**src/rtl/universal_shift_register_pkg.sv**
```systemverilog
// Shared definitions for the universal shift register: operating mode encodings.
package universal_shift_register_pkg;

    typedef enum logic [1:0] {
        MODE_HOLD  = 2'b00,
        MODE_RIGHT = 2'b01,
        MODE_LEFT  = 2'b10,
        MODE_LOAD  = 2'b11
    } mode_e;

endpackage

```
**src/rtl/universal_shift_register_if.sv**
```systemverilog
// Control/data bundle of the universal shift register.
// master = the side that drives mode/data requests, slave = the register itself.
interface universal_shift_register_if #(
    parameter int WIDTH = 8
);
    import universal_shift_register_pkg::*;

    mode_e             mode;
    logic              rotate;
    logic              serial_in;
    logic [WIDTH-1:0]  load_data;
    logic              step;
    logic [WIDTH-1:0]  data_out;
    logic              serial_out;
    logic              strobe;
    logic              word_done;

    modport master (
        output mode, rotate, serial_in, load_data, step,
        input  data_out, serial_out, strobe, word_done
    );

    modport slave (
        input  mode, rotate, serial_in, load_data, step,
        output data_out, serial_out, strobe, word_done
    );

endinterface

```
**src/rtl/universal_shift_register_strobe_gen.sv**
```systemverilog
// Free-running divider: one-cycle strobe every 2^DIV_WIDTH clocks,
// high in the first cycle after reset is released.
module strobe_gen #(
    parameter int DIV_WIDTH = 22
) (
    input  logic clock,
    input  logic reset,
    output logic strobe
);

    logic [DIV_WIDTH-1:0] div_cnt;

    // Wrapping divider counter, cleared by reset.
    always_ff @(posedge clock) begin
        if (reset) begin
            div_cnt <= '0;
        end else begin
            div_cnt <= div_cnt + DIV_WIDTH'(1);
        end
    end

    assign strobe = (div_cnt == '0);

endmodule

```
**src/rtl/universal_shift_register.sv**
```systemverilog
// Universal shift register: hold / shift right / shift left / parallel load,
// with optional rotation, a bit counter and a one-cycle word_done pulse after
// every WIDTH shifts. Shifts are paced by the internal strobe or by step.
module universal_shift_register
    import universal_shift_register_pkg::*;
#(
    parameter int WIDTH     = 8,
    parameter int DIV_WIDTH = 22,
    parameter int USE_TIMER = 1
) (
    input  logic                        clock,
    input  logic                        reset,
    universal_shift_register_if.slave   bus
);

    localparam int              CNT_W    = $clog2(WIDTH);
    localparam logic [CNT_W-1:0] CNT_LAST = CNT_W'(WIDTH - 1);

    logic              strobe_w;
    logic              advance;
    logic              in_bit;
    logic              shift_en;
    logic [WIDTH-1:0]  data_q, data_d;
    logic [CNT_W-1:0]  cnt_q, cnt_d;
    logic              done_q, done_d;

    generate
        if (USE_TIMER != 0) begin : g_timer
            strobe_gen #(
                .DIV_WIDTH (DIV_WIDTH)
            ) u_strobe_gen (
                .clock  (clock),
                .reset  (reset),
                .strobe (strobe_w)
            );
        end else begin : g_no_timer
            assign strobe_w = 1'b0;
        end
    endgenerate

    assign advance = (USE_TIMER != 0) ? strobe_w : bus.step;

    // Next-state: shift/load data, count executed shifts, flag word completion.
    always_comb begin
        data_d   = data_q;
        cnt_d    = cnt_q;
        done_d   = 1'b0;
        in_bit   = bus.serial_in;
        shift_en = 1'b0;
        case (bus.mode)
            MODE_RIGHT: begin
                if (advance) begin
                    in_bit   = bus.rotate ? data_q[0] : bus.serial_in;
                    data_d   = {in_bit, data_q[WIDTH-1:1]};
                    shift_en = 1'b1;
                end
            end
            MODE_LEFT: begin
                if (advance) begin
                    in_bit   = bus.rotate ? data_q[WIDTH-1] : bus.serial_in;
                    data_d   = {data_q[WIDTH-2:0], in_bit};
                    shift_en = 1'b1;
                end
            end
            MODE_LOAD: begin
                data_d = bus.load_data;
                cnt_d  = '0;
            end
            default: ;
        endcase
        // Shifts in either direction share one count so a direction change
        // mid-word does not restart the word.
        if (shift_en) begin
            if (cnt_q == CNT_LAST) begin
                cnt_d  = '0;
                done_d = 1'b1;
            end else begin
                cnt_d = cnt_q + CNT_W'(1);
            end
        end
    end

    // State registers with synchronous reset taking priority.
    always_ff @(posedge clock) begin
        if (reset) begin
            data_q <= '0;
            cnt_q  <= '0;
            done_q <= 1'b0;
        end else begin
            data_q <= data_d;
            cnt_q  <= cnt_d;
            done_q <= done_d;
        end
    end

    assign bus.data_out   = data_q;
    assign bus.word_done  = done_q;
    assign bus.strobe     = strobe_w;
    assign bus.serial_out = (bus.mode == MODE_LEFT) ? data_q[WIDTH-1] : data_q[0];

endmodule

```
**src/flat_wrapper.sv**
```systemverilog
// flat-port wrapper written by rule: the top's interface ports become plain ports
module universal_shift_register_flat import universal_shift_register_pkg::*;
#(
    parameter int WIDTH     = 8,
    parameter int DIV_WIDTH = 22,
    parameter int USE_TIMER = 1
)
  (clock, reset, bus_mode, bus_rotate, bus_serial_in, bus_load_data, bus_step, bus_data_out, bus_serial_out, bus_strobe, bus_word_done);
  universal_shift_register_if #(.WIDTH(WIDTH)) bus_i ();
  input  logic clock;
  input  logic reset;
  input wire logic [$bits(bus_i.mode)-1:0] bus_mode;
  input wire logic [$bits(bus_i.rotate)-1:0] bus_rotate;
  input wire logic [$bits(bus_i.serial_in)-1:0] bus_serial_in;
  input wire logic [$bits(bus_i.load_data)-1:0] bus_load_data;
  input wire logic [$bits(bus_i.step)-1:0] bus_step;
  output wire logic [$bits(bus_i.data_out)-1:0] bus_data_out;
  output wire logic [$bits(bus_i.serial_out)-1:0] bus_serial_out;
  output wire logic [$bits(bus_i.strobe)-1:0] bus_strobe;
  output wire logic [$bits(bus_i.word_done)-1:0] bus_word_done;
  assign bus_i.mode = bus_mode;
  assign bus_i.rotate = bus_rotate;
  assign bus_i.serial_in = bus_serial_in;
  assign bus_i.load_data = bus_load_data;
  assign bus_i.step = bus_step;
  assign bus_data_out = bus_i.data_out;
  assign bus_serial_out = bus_i.serial_out;
  assign bus_strobe = bus_i.strobe;
  assign bus_word_done = bus_i.word_done;
  universal_shift_register #(.WIDTH(WIDTH), .DIV_WIDTH(DIV_WIDTH), .USE_TIMER(USE_TIMER)) u_core (.clock(clock), .reset(reset), .bus(bus_i));
endmodule
```
**config.mk**
```make
export PLATFORM = sky130hd
export DESIGN_NAME = universal_shift_register_flat
export DESIGN_NICKNAME = d
export VERILOG_FILES = /design/src/rtl/universal_shift_register_pkg.sv /design/src/rtl/universal_shift_register_if.sv /design/src/rtl/universal_shift_register_strobe_gen.sv /design/src/rtl/universal_shift_register.sv /design/src/flat_wrapper.sv
export SDC_FILE = /design/constraint.sdc
export NUM_CORES = 1
export LEC_CHECK = 0
export BUFFER_PORTS_ARGS = -buffer_cell sky130_fd_sc_hd__buf_2
export CAP_MARGIN = 5
export CORE_UTILIZATION = 39
export CTS_BUF_LIST = sky130_fd_sc_hd__clkbuf_4 sky130_fd_sc_hd__clkbuf_8 sky130_fd_sc_hd__clkbuf_16
export CTS_CLUSTER_SIZE = 10
export DETAILED_ROUTE_END_ITERATION = 6
export RECOVER_POWER = 100
export SLEW_MARGIN = 10
export SYNTH_ARGS = -nofsm -noshare
export SYNTH_HDL_FRONTEND = slang
export SYNTH_SLANG_ARGS = --single-unit
```
**constraint.sdc**
```tcl
create_clock -name clock -period 4.3 [get_ports clock]
set_clock_uncertainty 0.1 [all_clocks]
set_input_delay 0.86 -clock clock [delete_from_list [all_inputs] [get_ports clock]]
set_output_delay 0.86 -clock clock [all_outputs]
set_load 0.1 [all_outputs]
```
==> flow_summary.rst <==
.. list-table::
   :header-rows: 1

   * - Metric
     - Value
   * - Net count, final
     - 255
   * - Worst-Skew Late Latency
     - 270 ps
   * - Result of the run
     - finished with violations
   * - Critical Path End Type
     - output port
   * - Family with the most delay on the worst path
     - simple AND/OR/NAND/NOR gates
   * - Synthesis-to-layout area growth
     - 11.97%
   * - CP peak stage delay
     - 860 ps
   * - Post-synthesis cell area
     - 1829 um2
   * - Setup repair after global routing missed its margin
     - false
   * - Final weighted congestion in routability-driven placement
     - 0.7471
   * - Minimum period implied by the final worst setup slack
     - 3600 ps
   * - Violated checks
     - DRC, capacitance limit, slew limit
   * - Combinational cell fraction of total power
     - 0.181
   * - Crit share post-route
     - 0.8372
   * - Number of cells produced by synthesis
     - 211
   * - Fin Setup TNS
     - 0 ps
   * - Slew Limit Fails
     - 47
   * - Hold Path Class
     - register to register
   * - Number of global-route vias before repair
     - 1,412
   * - Floorplan row count
     - 24
   * - Arrival time at the worst endpoint
     - 2640 ps
   * - Worst-case vdd ir drop
     - 0.2000 mV
   * - Area share of the largest cell type after synthesis
     - 0.3721
   * - First DRT Iteration DRCs
     - 59
   * - Number of antenna violations at the first check in global routing
     - 0
   * - Instance count on the critical path
     - 4
   * - H-tree levels
     - 2
   * - CTS clock-pin slew for the worst setup and hold paths
     - 60 ps
   * - Highest clock rate
     - 0.2778 GHz
   * - Clk sink count
     - 34
   * - Cell-by-cell trace of the critical path
     - or4_4, nor4_1, and2_1, clkbuf_1
   * - Final setup violation count
     - 0
   * - Master of the slowest instance on the critical path
     - sky130_fd_sc_hd__clkbuf_1
   * - Crit path setup slack, layout
     - 700.0 ps
   * - Clock tree from TritonCTS
     - yes
   * - Unique cell type count in the Yosys netlist
     - 30
   * - Sequential share of power
     - 0.473
   * - Most common cell in the synthesized netlist
     - sky130_fd_sc_hd__dfxtp_1
   * - Core Footprint
     - 4444 um2
   * - Ports placed on the boundary
     - 26
   * - Number of buffers and inverters on the critical path
     - 1
   * - TritonRoute pass-1 iters
     - 7
   * - Effective utilization at floorplan
     - 0.4116
   * - Fraction of layout instances using a drive strength above 1
     - 0.1545
   * - Maximum clock path buffer count
     - 2
   * - Leakage power figure
     - 0.7723 nW
   * - Post-route ant nets
     - 0
   * - Fillcell total
     - 469
   * - Max-slew headroom
     - -0.2685
   * - Dominant register cell in the synthesized netlist
     - sky130_fd_sc_hd__dfxtp_1
   * - Yosys warns
     - 0
   * - Crit Reg-Reg Endpoint
     - u_core.bus.data_out[4]
   * - Power density relative to cell area
     - 344.7 nW/um2
   * - Cts repair resizes
     - 0
   * - Number of synthesized register bits
     - 34
   * - DRC errors left
     - 9
   * - Pin count of the biggest net entering global routing
     - 47
   * - Fraction of the yosys area taken by sequential cells
     - 0.3721
   * - Worst Setup Slack post-DPL
     - 1237 ps
   * - Number of nets produced by synthesis
     - 234
   * - Startpoint of the most critical setup path
     - u_core.g_timer.u_strobe_gen.div_cnt[19]
   * - Minimum setup slack among reg-to-reg paths
     - 2070 ps
   * - Detail-routed net length per standard cell
     - 12.85 um
   * - Crit path required time
     - 3340 ps
   * - Average via count per standard cell
     - 5.379
   * - Floorplan die height
     - 70.49 um
   * - Switching Fraction
     - 0.3002
   * - Top cell type by total area after synthesis
     - sky130_fd_sc_hd__dfxtp_1
   * - Largest cells by area after synthesis
     - sky130_fd_sc_hd__dfxtp_1 37%, sky130_fd_sc_hd__mux2_2 8.0%, sky130_fd_sc_hd__ha_1 5.5%
   * - Hold Buf Count CTS
     - 0
   * - Buffer count from post-CTS setup fixing
     - 0
   * - FF-to-FF path depth
     - 6
   * - Global-route total usage across every layer
     - 0.1600
   * - Post-synth top cells
     - 34 x sky130_fd_sc_hd__dfxtp_1, 19 x sky130_fd_sc_hd__nor2_1, 17 x sky130_fd_sc_hd__a21oi_1, 14 x sky130_fd_sc_hd__nand2_1, 14 x sky130_fd_sc_hd__nor2b_1
   * - Number of synthesized flops with an enable pin
     - 0
   * - Die area
     - 4968 um2
   * - WS Path Type
     - register to output port
   * - Net load switching power
     - 211.9 uW
   * - Share of synthesized registers carrying an async set or reset
     - 0
   * - Type of element launching the critical path
     - register
   * - Syn Area/Cell
     - 8.669 um2
   * - First-pass GRT wire length
     - 6.327 mm
   * - Max-capacitance violation count
     - 1
   * - HPWL after detailed placement
     - 2.509 mm
   * - Die W
     - 70.49 um
   * - CP Capture Point
     - bus_strobe
   * - Clock tree root buffer cell
     - sky130_fd_sc_hd__clkbuf_8
   * - Vias post-DR
     - 1,533
   * - Crit Reg-Reg Startpoint
     - u_core.g_timer.u_strobe_gen.div_cnt[0]
   * - Number of buffers created by CTS
     - 5
   * - Total gr overflow
     - 0
   * - Buffers added on ports
     - 24
   * - Antenna Diode Count
     - 0
   * - Clk network pwr share
     - 0.346
   * - Final hold violation count
     - 0
   * - Highest net fanout along the worst path
     - 4
   * - Transition time at the pin with the least slew margin
     - 1903 ps
   * - Final routed wirelength across all metal layers
     - 3.661 mm
   * - Cell internal pwr
     - 494.1 uW
registers in the layout, indices dropped and copies added, names as in the netlist:
name / count
u_core.g_timer.u_strobe_gen.div_cnt: 22
u_core.bus.data_out: 8
u_core.cnt_q: 3
u_core.bus.word_done: 1
area by class of cell:
cell class | instances | area [um2] | share of cell area
inverter | 4 | 15.01 | 0.007330
timing repair buffer | 24 | 103.9 | 0.05070
sequential | 34 | 680.7 | 0.3323
clock inverter | 1 | 5.005 | 0.002443
clock buffer | 7 | 90.09 | 0.04398
tap | 52 | 65.06 | 0.03177
multi-input combinational | 163 | 1089 | 0.5315
power by group through the flow:
| stage | logic, mW | clock network [mW] | registers [mW] |
|---|---|---|---|
| 2_1_floorplan | 0.0720 | 0 | 0.375 |
| 3_3_place_gp | 0.131 | 0 | 0.340 |
| 3_5_place_dp | 0.131 | 0 | 0.341 |
| 4_1_cts | 0.132 | 0.257 | 0.333 |
| 5_1_grt | 0.137 | 0.271 | 0.335 |
| 6_report | 0.128 | 0.244 | 0.334 |
cells by family after synthesis:
logic type / after synthesis / share of synthesized area
XOR/XNOR: 13 / 0.06224
flip-flops: 34 / 0.3721
multiplexers: 13 / 0.08003
buffers and inverters: 14 / 0.03078
AND/OR/NAND/NOR: 96 / 0.2948
adder cells (fa/ha/maj): 8 / 0.05472
AO/OA/AOI/OAI: 33 / 0.1053
per-stage QoR:
step	cell area (um2)	hold WS, ps	instances	power, mW	utilization
3_5_place_dp	1973	375.8	277	0.4719	0.4440
6_report	2048	380.7	285	0.7061	0.4609
3_3_place_gp	1973	360.0	277	0.4716	0.4440
4_1_cts	2068	391.7	285	0.7218	0.4654
5_1_grt	2048	429.8	285	0.7434	0.4609
2_1_floorplan	1829	341.2	211	0.4471	-
routing by layer:
metal,vias up,part of all wire,track usage
met1,704,0.52,0.2051
met2,25,0.43,0.2578
met4,0,0.0082,0.06576
met5,-,0,0
li1,802,-,-
met3,2,0.038,0.03608
cells in the final DEF, fill, tap and decap left out, types with 9 or more instances in the layout:
cell	count
sky130_fd_sc_hd__nand2_1	14
sky130_fd_sc_hd__dfxtp_1	34
sky130_fd_sc_hd__mux2_2	13
sky130_fd_sc_hd__nand3_1	9
sky130_fd_sc_hd__buf_2	11
sky130_fd_sc_hd__nor2b_1	14
sky130_fd_sc_hd__clkbuf_1	13
sky130_fd_sc_hd__a21oi_1	17
sky130_fd_sc_hd__nor2_1	19
worst min-delay path by stage:
stage	from	endpoint	cells after the start
finish	u_core.g_timer.u_strobe_gen.div_cnt[0]	u_core.g_timer.u_strobe_gen.div_cnt[0]	1
global route	u_core.g_timer.u_strobe_gen.div_cnt[20]	u_core.g_timer.u_strobe_gen.div_cnt[20]	2
CTS	u_core.g_timer.u_strobe_gen.div_cnt[0]	u_core.g_timer.u_strobe_gen.div_cnt[0]	1
detailed placement	u_core.g_timer.u_strobe_gen.div_cnt[0]	u_core.g_timer.u_strobe_gen.div_cnt[0]	1
global placement	u_core.g_timer.u_strobe_gen.div_cnt[0]	u_core.g_timer.u_strobe_gen.div_cnt[0]	1
floorplan	u_core.g_timer.u_strobe_gen.div_cnt[0]	u_core.g_timer.u_strobe_gen.div_cnt[0]	1
Power figures use the tool's default switching activity.
